==> config.mk <==
export PLATFORM = sky130hd
export DESIGN_NAME = fs_serial
export DESIGN_NICKNAME = d
export VERILOG_FILES = /design/src/rtl/fs_serial_pkg.sv /design/src/rtl/fs_bit.sv /design/src/rtl/fs_serial.sv
export SDC_FILE = /design/constraint.sdc
export NUM_CORES = 1
export LEC_CHECK = 0
export CORE_MARGIN = 4
export CORE_UTILIZATION = 49
export CTS_CLUSTER_DIAMETER = 200
export DETAILED_ROUTE_END_ITERATION = 10
export PLACE_DENSITY_LB_ADDON = 0.05
export SLEW_MARGIN = 0
export SYNTH_ARGS = -nofsm -noshare
export SYNTH_HDL_FRONTEND = slang
export SYNTH_HIERARCHICAL = 1
export SYNTH_SLANG_ARGS = --single-unit
==> constraint.sdc <==
create_clock -name clk -period 1.8 [get_ports clk]
set_input_delay 0.36 -clock clk [delete_from_list [all_inputs] [get_ports clk]]
set_output_delay 0.36 -clock clk [all_outputs]
set_load 0.01 [all_outputs]
==> src/rtl/fs_serial_pkg.sv <==
// fs_serial_pkg: shared types and elaboration-time helpers for the
// digit-serial full subtractor (fs_serial).
package fs_serial_pkg;

    // Controller states; 2-bit encoding.
    typedef enum logic [1:0] {
        IDLE = 2'd0,
        RUN  = 2'd1,
        DONE = 2'd2
    } fs_state_e;

    // Legal configuration: at least 2 bits wide, and the digit size must
    // split the word into a whole number of steps.
    function automatic bit fs_params_ok(input int width, input int digit);
        return (width >= 2) && (digit >= 1) && (digit <= width) &&
               ((width % digit) == 0);
    endfunction

endpackage

==> src/rtl/fs_bit.sv <==
// fs_bit: single-bit full subtractor cell, d = a - b - bin, purely combinational.
module fs_bit (
    input  logic a,
    input  logic b,
    input  logic bin,
    output logic d,
    output logic bout
);

    // Difference is odd parity; borrow when b (or the incoming borrow)
    // outweighs a at this bit position.
    always_comb begin
        d    = a ^ b ^ bin;
        bout = (~a & b) | (~(a ^ b) & bin);
    end

endmodule

==> src/rtl/fs_serial.sv <==
// fs_serial: multi-cycle subtractor, diff = a - b - b_in (mod 2^WIDTH),
// DIGIT bits per clock LSB first, with a registered borrow between digits.
// Optional macro FS_SERIAL_OVF_EN adds a signed-overflow output (ovf).
module fs_serial
    import fs_serial_pkg::*;
#(
    parameter int WIDTH = 8,
    parameter int DIGIT = 1
) (
    input  logic             clk,
    input  logic             rst,
    input  logic             in_valid,
    output logic             in_ready,
    input  logic [WIDTH-1:0] a,
    input  logic [WIDTH-1:0] b,
    input  logic             b_in,
    output logic             out_valid,
    input  logic             out_ready,
    output logic [WIDTH-1:0] diff,
    output logic             borrow
`ifdef FS_SERIAL_OVF_EN
    ,
    output logic             ovf
`endif
);

    localparam int STEPS = WIDTH / DIGIT;
    localparam int CW    = (STEPS > 1) ? $clog2(STEPS) : 1;
    localparam logic [CW-1:0] LAST = CW'(STEPS - 1);

    if (!fs_params_ok(WIDTH, DIGIT)) begin : g_param_err
        $error("fs_serial: WIDTH must be >= 2 and an exact multiple of DIGIT");
    end

    fs_state_e        state;
    logic [CW-1:0]    cnt;
    logic [WIDTH-1:0] a_sh;
    logic [WIDTH-1:0] b_sh;
    logic             bor_q;
    logic [WIDTH-1:0] diff_q;
    logic             in_ready_q;
    logic             out_valid_q;

    // Per-cycle borrow chain across DIGIT bit cells; chain[0] is the
    // borrow carried over from the previous digit.
    logic [DIGIT:0]       chain;
    logic [DIGIT-1:0]     d_digit;
    logic [WIDTH+DIGIT-1:0] diff_cat;

    assign chain[0] = bor_q;

    for (genvar i = 0; i < DIGIT; i++) begin : g_cell
        fs_bit u_bit (
            .a    (a_sh[i]),
            .b    (b_sh[i]),
            .bin  (chain[i]),
            .d    (d_digit[i]),
            .bout (chain[i+1])
        );
    end

    // New digit enters from the MSB side; after STEPS shifts the first
    // digit has walked down to bit 0.
    assign diff_cat = {d_digit, diff_q};

    // Controller, operand shifters and result register.
    always_ff @(posedge clk) begin
        if (rst) begin
            state       <= IDLE;
            cnt         <= '0;
            a_sh        <= '0;
            b_sh        <= '0;
            bor_q       <= 1'b0;
            diff_q      <= '0;
            in_ready_q  <= 1'b1;
            out_valid_q <= 1'b0;
        end else begin
            case (state)
                IDLE: begin
                    if (in_valid) begin
                        a_sh       <= a;
                        b_sh       <= b;
                        bor_q      <= b_in;
                        cnt        <= '0;
                        in_ready_q <= 1'b0;
                        state      <= RUN;
                    end
                end
                RUN: begin
                    a_sh   <= a_sh >> DIGIT;
                    b_sh   <= b_sh >> DIGIT;
                    diff_q <= diff_cat[WIDTH+DIGIT-1:DIGIT];
                    bor_q  <= chain[DIGIT];
                    if (cnt == LAST) begin
                        cnt         <= '0;
                        out_valid_q <= 1'b1;
                        state       <= DONE;
                    end else begin
                        cnt <= cnt + CW'(1);
                    end
                end
                DONE: begin
                    // Result holds here; the slot frees only after the
                    // consumer takes it, never in the same cycle.
                    if (out_ready) begin
                        out_valid_q <= 1'b0;
                        in_ready_q  <= 1'b1;
                        state       <= IDLE;
                    end
                end
                default: begin
                    state       <= IDLE;
                    in_ready_q  <= 1'b1;
                    out_valid_q <= 1'b0;
                end
            endcase
        end
    end

    assign in_ready  = in_ready_q;
    assign out_valid = out_valid_q;
    assign diff      = diff_q;
    assign borrow    = bor_q;

`ifdef FS_SERIAL_OVF_EN
    logic a_msb;
    logic b_msb;

    // Operand sign bits are captured at accept since the shifters lose them.
    always_ff @(posedge clk) begin
        if (rst) begin
            a_msb <= 1'b0;
            b_msb <= 1'b0;
        end else if (state == IDLE && in_valid) begin
            a_msb <= a[WIDTH-1];
            b_msb <= b[WIDTH-1];
        end
    end

    // Signed overflow: operands of differing sign and the result sign
    // disagrees with the minuend.
    assign ovf = (a_msb ^ b_msb) & (a_msb ^ diff_q[WIDTH-1]);
`endif

endmodule

After elaboration in Yosys (flattened, before gate mapping)
Index checks and enable logic that the tools add are counted.
{"block": "word_totals", "elab_cells": 49, "regBits": 32, "inputBits": 21, "output_inout_bits": 11}
{"block": "classes", "n_mux": 19, "bitwise": 9, "eq_ne": 6, "reduce_logical": 6, "n_addsub": 1}
{"op": "8-bit case mux with 2 select lines", "n": 2}
{"op": "8-bit 2-to-1 mux", "n": 2}
{"op": "3-bit AND reduction", "n": 3}
{"op": "2-bit 2-to-1 mux", "n": 3}
{"op": "3-bit 2-to-1 mux", "n": 2}
{"op": "2-bit != test, second input constant", "n": 3}
{"op": "1-bit case mux with 3 select lines", "n": 2}
{"op": "2-bit case mux with 3 select lines", "n": 1}
{"op": "3-bit case mux with 2 select lines", "n": 1}
{"op": "1-bit 2-to-1 mux", "n": 5}
{"op": "1-bit inverter", "n": 4}
{"op": "3-bit by 1-bit adder with 3-bit output, second input constant", "n": 1}
{"op": "3-bit equality test, second input constant", "n": 1}
{"op": "1-bit AND", "n": 2}
{"op": "2-bit by 1-bit equality test with 1-bit output, second input constant", "n": 1}
{"op": "2-bit equality test, second input constant", "n": 1}
{"op": "2-bit zero test", "n": 1}
{"op": "1-bit case mux with 2 select lines", "n": 1}
{"op": "2-bit AND reduction", "n": 1}
{"op": "2-bit nonzero test", "n": 1}
{"op": "1-bit bitwise XOR", "n": 2}
{"op": "1-bit bitwise OR", "n": 1}

Longest topological paths before layout
{"block": "logic_depth", "ltp_word": 5, "depth_mapped": 6, "depth_no_buf": 5}

Cells and area by module
Netlist, hierarchy kept.
{"module": "fs_serial", "cells_per_inst": 143, "instances": 1, "area_each_um2": 1362.6, "seq_area_each_um2": 640.6}
{"module": "fs_bit", "cells_per_inst": 4, "instances": 1, "area_each_um2": 31.3, "seq_area_each_um2": 0.0}

Worst setup path before layout
Ideal clock, no wire load.
{"block": "synth_path", "path_type": "register to register", "from": "register state[0]", "to": "register a_sh[0]", "slack_ns": 0.453, "period_less_slack_ns": 1.347, "stages_incl_launch_ff": 7, "t_required_ns": 1.678, "setup_ns": 0.122, "n_path_buf": 3, "arrival_time_ns": 1.225, "cell_sequence": "dfxtp_1 buf_6 or3b_1 buf_6 buf_12 o221ai_2 a21oi_2"}
{"block": "synth_between", "elab_chain_len": 3, "elab_cells_between_ends": 6, "cone_classes": "2 x eq/ne; 1 x mux; 3 x reduce/logical"}
{"element": "start: declaration", "line_no": "fs_serial.sv:35", "source": "fs_state_e state;"}
{"element": "start signal: assignment", "line_no": "fs_serial.sv:69", "source": "state <= IDLE;"}
{"element": "start signal: assignment", "line_no": "fs_serial.sv:86", "source": "state <= RUN;"}
{"element": "start signal: assignment", "line_no": "fs_serial.sv:97", "source": "state <= DONE;"}
{"element": "2-bit by 1-bit equality test with 1-bit output or 2-bit zero test (tied branches)", "line_no": "fs_serial.sv:78", "source": "case (state)"}
{"element": "2-bit nonzero test (no line) or 2-bit != test (tied branches)"}
{"element": "2-bit AND reduction (no line)"}
{"element": "end signal: assignment", "line_no": "fs_serial.sv:90", "source": "a_sh <= a_sh >> DIGIT;"}
{"element": "end: declaration", "line_no": "fs_serial.sv:37", "source": "logic [WIDTH-1:0] a_sh;"}
Several ways; a longest one is shown, not always the timed one.
A chain may end at the register's enable or synchronous reset.

Worst setup path in the final report
{"block": "layout_path", "from": "register diff_q[7], in the netlist diff[7]", "to": "output port diff[7]"}
{"element": "start: declaration", "line_no": "fs_serial.sv:40", "source": "logic [WIDTH-1:0] diff_q;"}
{"element": "start signal: assignment", "line_no": "fs_serial.sv:92", "source": "diff_q <= diff_cat[WIDTH+DIGIT-1:DIGIT];"}
{"element": "end: declaration", "line_no": "fs_serial.sv:19", "source": "output logic [WIDTH-1:0] diff,"}
No word-level cell between the ends.

==> reports/summary.txt <==
Hold Crit Depth = 2
Starting Density = 50.98%
GRT met2 Usage = 27.19%
post-DP HPWL = 2.044 mm
Largest delay share family, worst path = buffers and inverters
Max VDD drop = 0.5436 mV
Pre-antenna DRT Iters = 4
clock-pin slew on the worst setup and hold paths = 90 ps
# Post-CTS Setup Buffers = 0
M3 GR Usage = 4.612%
HP Class = reg -> reg
Chip Height = 61.34 µm
Die ar. = 3762 µm²
Post-CTS Hold Buffers = 0
Post-Place Cells = 207
top post-synthesis cells by area = dfxtp_1 46%, o221ai_2 9.7%, a21oi_1 5.7%, a21oi_2 5.7%, inv_1 5.4%
Skew-Pair Late Insertion Delay = 330 ps
synthesis-to-layout area growth = 28.55%
hold_ws = 449.9 ps
Slew headroom = 74.75%
synthesized area per cell = 9.482 µm²
post-layout util = 65.54%
Initial DRC Count = 45
RSZ-0062 raised after global routing = false
Crit path largest cell delay = 560 ps
area occupied by multi-input gates = 600.6 µm²
post-CTS sizing = 0
Placer Congestion = 0.7076
count of final setup violators = 0
final setup TNS = 0 ps
post-synth top area share = 45.96%
met1 Usage GRT = 19.90%
Worst R2R Path Depth = 4
Fin. Hold Viols = 0
CP Launch Type = register
Required @ worst endpoint = 1440 ps
CTS max path bufs = 2
Cell variety after synth = 25
Crit Path Max Fanout = 3
aggregate routed wire length = 2.781 mm
Max Freq = 0.6180 GHz
Tmin final = 1618 ps
Critical Path, Cell by Cell = clkdlybuf4s50_1
clk sink count = 32
WP data arrival = 1260 ps
synth warn = 6
CP bufs+invs = 1
Routed WL per cell = 13.00 µm
FF/Latch Area = 640.6 µm²
global route overflow = 0
Antenna diodes = 0
fraction of layout cells with a size suffix above 1 = 18.58%
root buf cell = clkbuf_4
routed vias/inst = 5.280
drc violations = 0
largest net degree at the start of global routing = 18
final non-filler cell total = 214
Yosys top cell by area = dfxtp_1
Most Crowded Layer GR = met2
number of global-route vias before repair = 1115
flops & latches, synth = 32
CTS H-tree depth = 2
placed inst area = 1745 µm²
ANT nets after route = 0
slowest CP cell = clkdlybuf4s50_1
mapped cell area = 1394 µm²
PortBufs = 31
num ports = 32
global-route wire length before repair = 4.560 mm
Crit. End Element = output pin
syn_nets = 171
LEAKAGE = 0.0006589 µW
Least-Margin Pin Slew = 378.7 ps
sequential-to-total area share from yosys stat = 45.96%
Layout fillers = 232
CTS tree = yes
detailed-route via count = 1130
max-cap violations = 0
crit path kind = reg -> out
gr usage total = 16.69%
Mapped Cells = 147
power per cell area = 774.7 nW/µm²
antenna violations before repair = 0
core area = 2734 µm²
fin nets = 207
Layout Skew = 8.747 ps
Tcrit/Tclk final = 89.90%
Max Slew Vio Count = 0
Die W = 61.34 µm
CTS Buf Count = 5
final design area excluding fillers = 1792 µm²
Row Count = 19
critical path depth in cells = 1
outcome = finished, final reports clean
[report_power, final]
part | total, µW | internal (µW) | switching (µW)
logic | 240 | 125 | 115
registers | 780 | 751 | 29.8
clock network | 368 | 143 | 224
total | 1390 | 1020 | 369
[cells in the mapped netlist, drive strengths merged]
master,number
inv,20
nor2b,1
nor3,1
a22oi,5
ha,2
nor2,7
or3b,1
clkbuf,3
o221ai,15
buf,8
nand2,19
a21oi,25
o21a,1
mux2i,1
o21ai,1
nor3b,1
o21bai,1
fa,1
dfxtp,32
nand2b,2
[tightest hold or removal path, delay by kind of cell, from the launching register on]
family / cells / cell delay [ps]
buf+inv: 1 / 50
flops: 1 / 320
compound gates: 1 / 50
[final cells by class]
| class | instances | area share (%) |
|---|---|---|
| inverters | 20 | 4.190 |
| clock inverters | 1 | 0.2793 |
| repair buffers | 40 | 21.79 |
| flip-flops and latches | 32 | 35.75 |
| multi-input cells | 84 | 33.52 |
| well taps | 31 | 2.165 |
| clock buffers | 6 | 2.304 |
[kinds of logic (layout without fill, tap and decap cells)]
kind of cell | count (synthesis) | count (layout) | share of synthesized area [%]
AO/OA/AOI/OAI | 48 | 48 | 29.00
flip-flops | 32 | 32 | 45.96
AND/OR/NAND/NOR | 32 | 32 | 9.875
buffers and inverters | 31 | 67 | 11.22
adder cells (fa/ha/maj) | 3 | 3 | 3.231
multiplexers | 1 | 1 | 0.7182
[through the flow]
stage / setup slack, ps / power [µW]
3_5_place_dp: 42.29 / 1038
2_1_floorplan: 453.4 / 939.9
6_report: 181.8 / 1388
4_1_cts: 168.6 / 1402
5_1_grt: 145.8 / 1460
3_3_place_gp: 61.09 / 1030
[final timing paths]
| kind | startpoint | slack, ps | to |
|---|---|---|---|
| min | a_sh[5]$_SDFFE_PP0P_ | 450 | a_sh[5]$_SDFFE_PP0P_ |
| max | diff[7]$_SDFFE_PP0P_ | 180 | diff[7] |
| max reg2reg | state[1]$_SDFFE_PP0P_ | 420 | a_sh[1]$_SDFFE_PP0P_ |
| min reg2reg | a_sh[5]$_SDFFE_PP0P_ | 450 | a_sh[5]$_SDFFE_PP0P_ |
[layout by cell type, fill, tap and decap left out, drive strengths merged]
master | Yosys | final
a21oi | 25 | 25
a22oi | 5 | 5
buf | 8 | 9
clkbuf | 3 | 6
clkdlybuf4s50 | 0 | 31
clkinv | 0 | 1
dfxtp | 32 | 32
fa | 1 | 1
ha | 2 | 2
inv | 20 | 20
mux2i | 1 | 1
nand2 | 19 | 19
nand2b | 2 | 2
nor2 | 7 | 7
nor2b | 1 | 1
nor3 | 1 | 1
nor3b | 1 | 1
o21a | 1 | 1
o21ai | 1 | 1
o21bai | 1 | 1
o221ai | 15 | 15
or3b | 1 | 1
[per-layer routing]
| layer | part of all wire, % | wire [µm] |
|---|---|---|
| met5 | 0 | 0 |
| met4 | 2.5 | 69 |
| met3 | 7.2 | 199 |
| met2 | 49 | 1355 |
| met1 | 42 | 1157 |
[sequential cells by signal (all words and copies together), names as in the netlist]
register and flops:
a_sh 8, out_valid 1, in_ready 1, borrow 1, state 2, b_sh 8, diff 8, cnt 3
(Power assumes the default switching activity.)
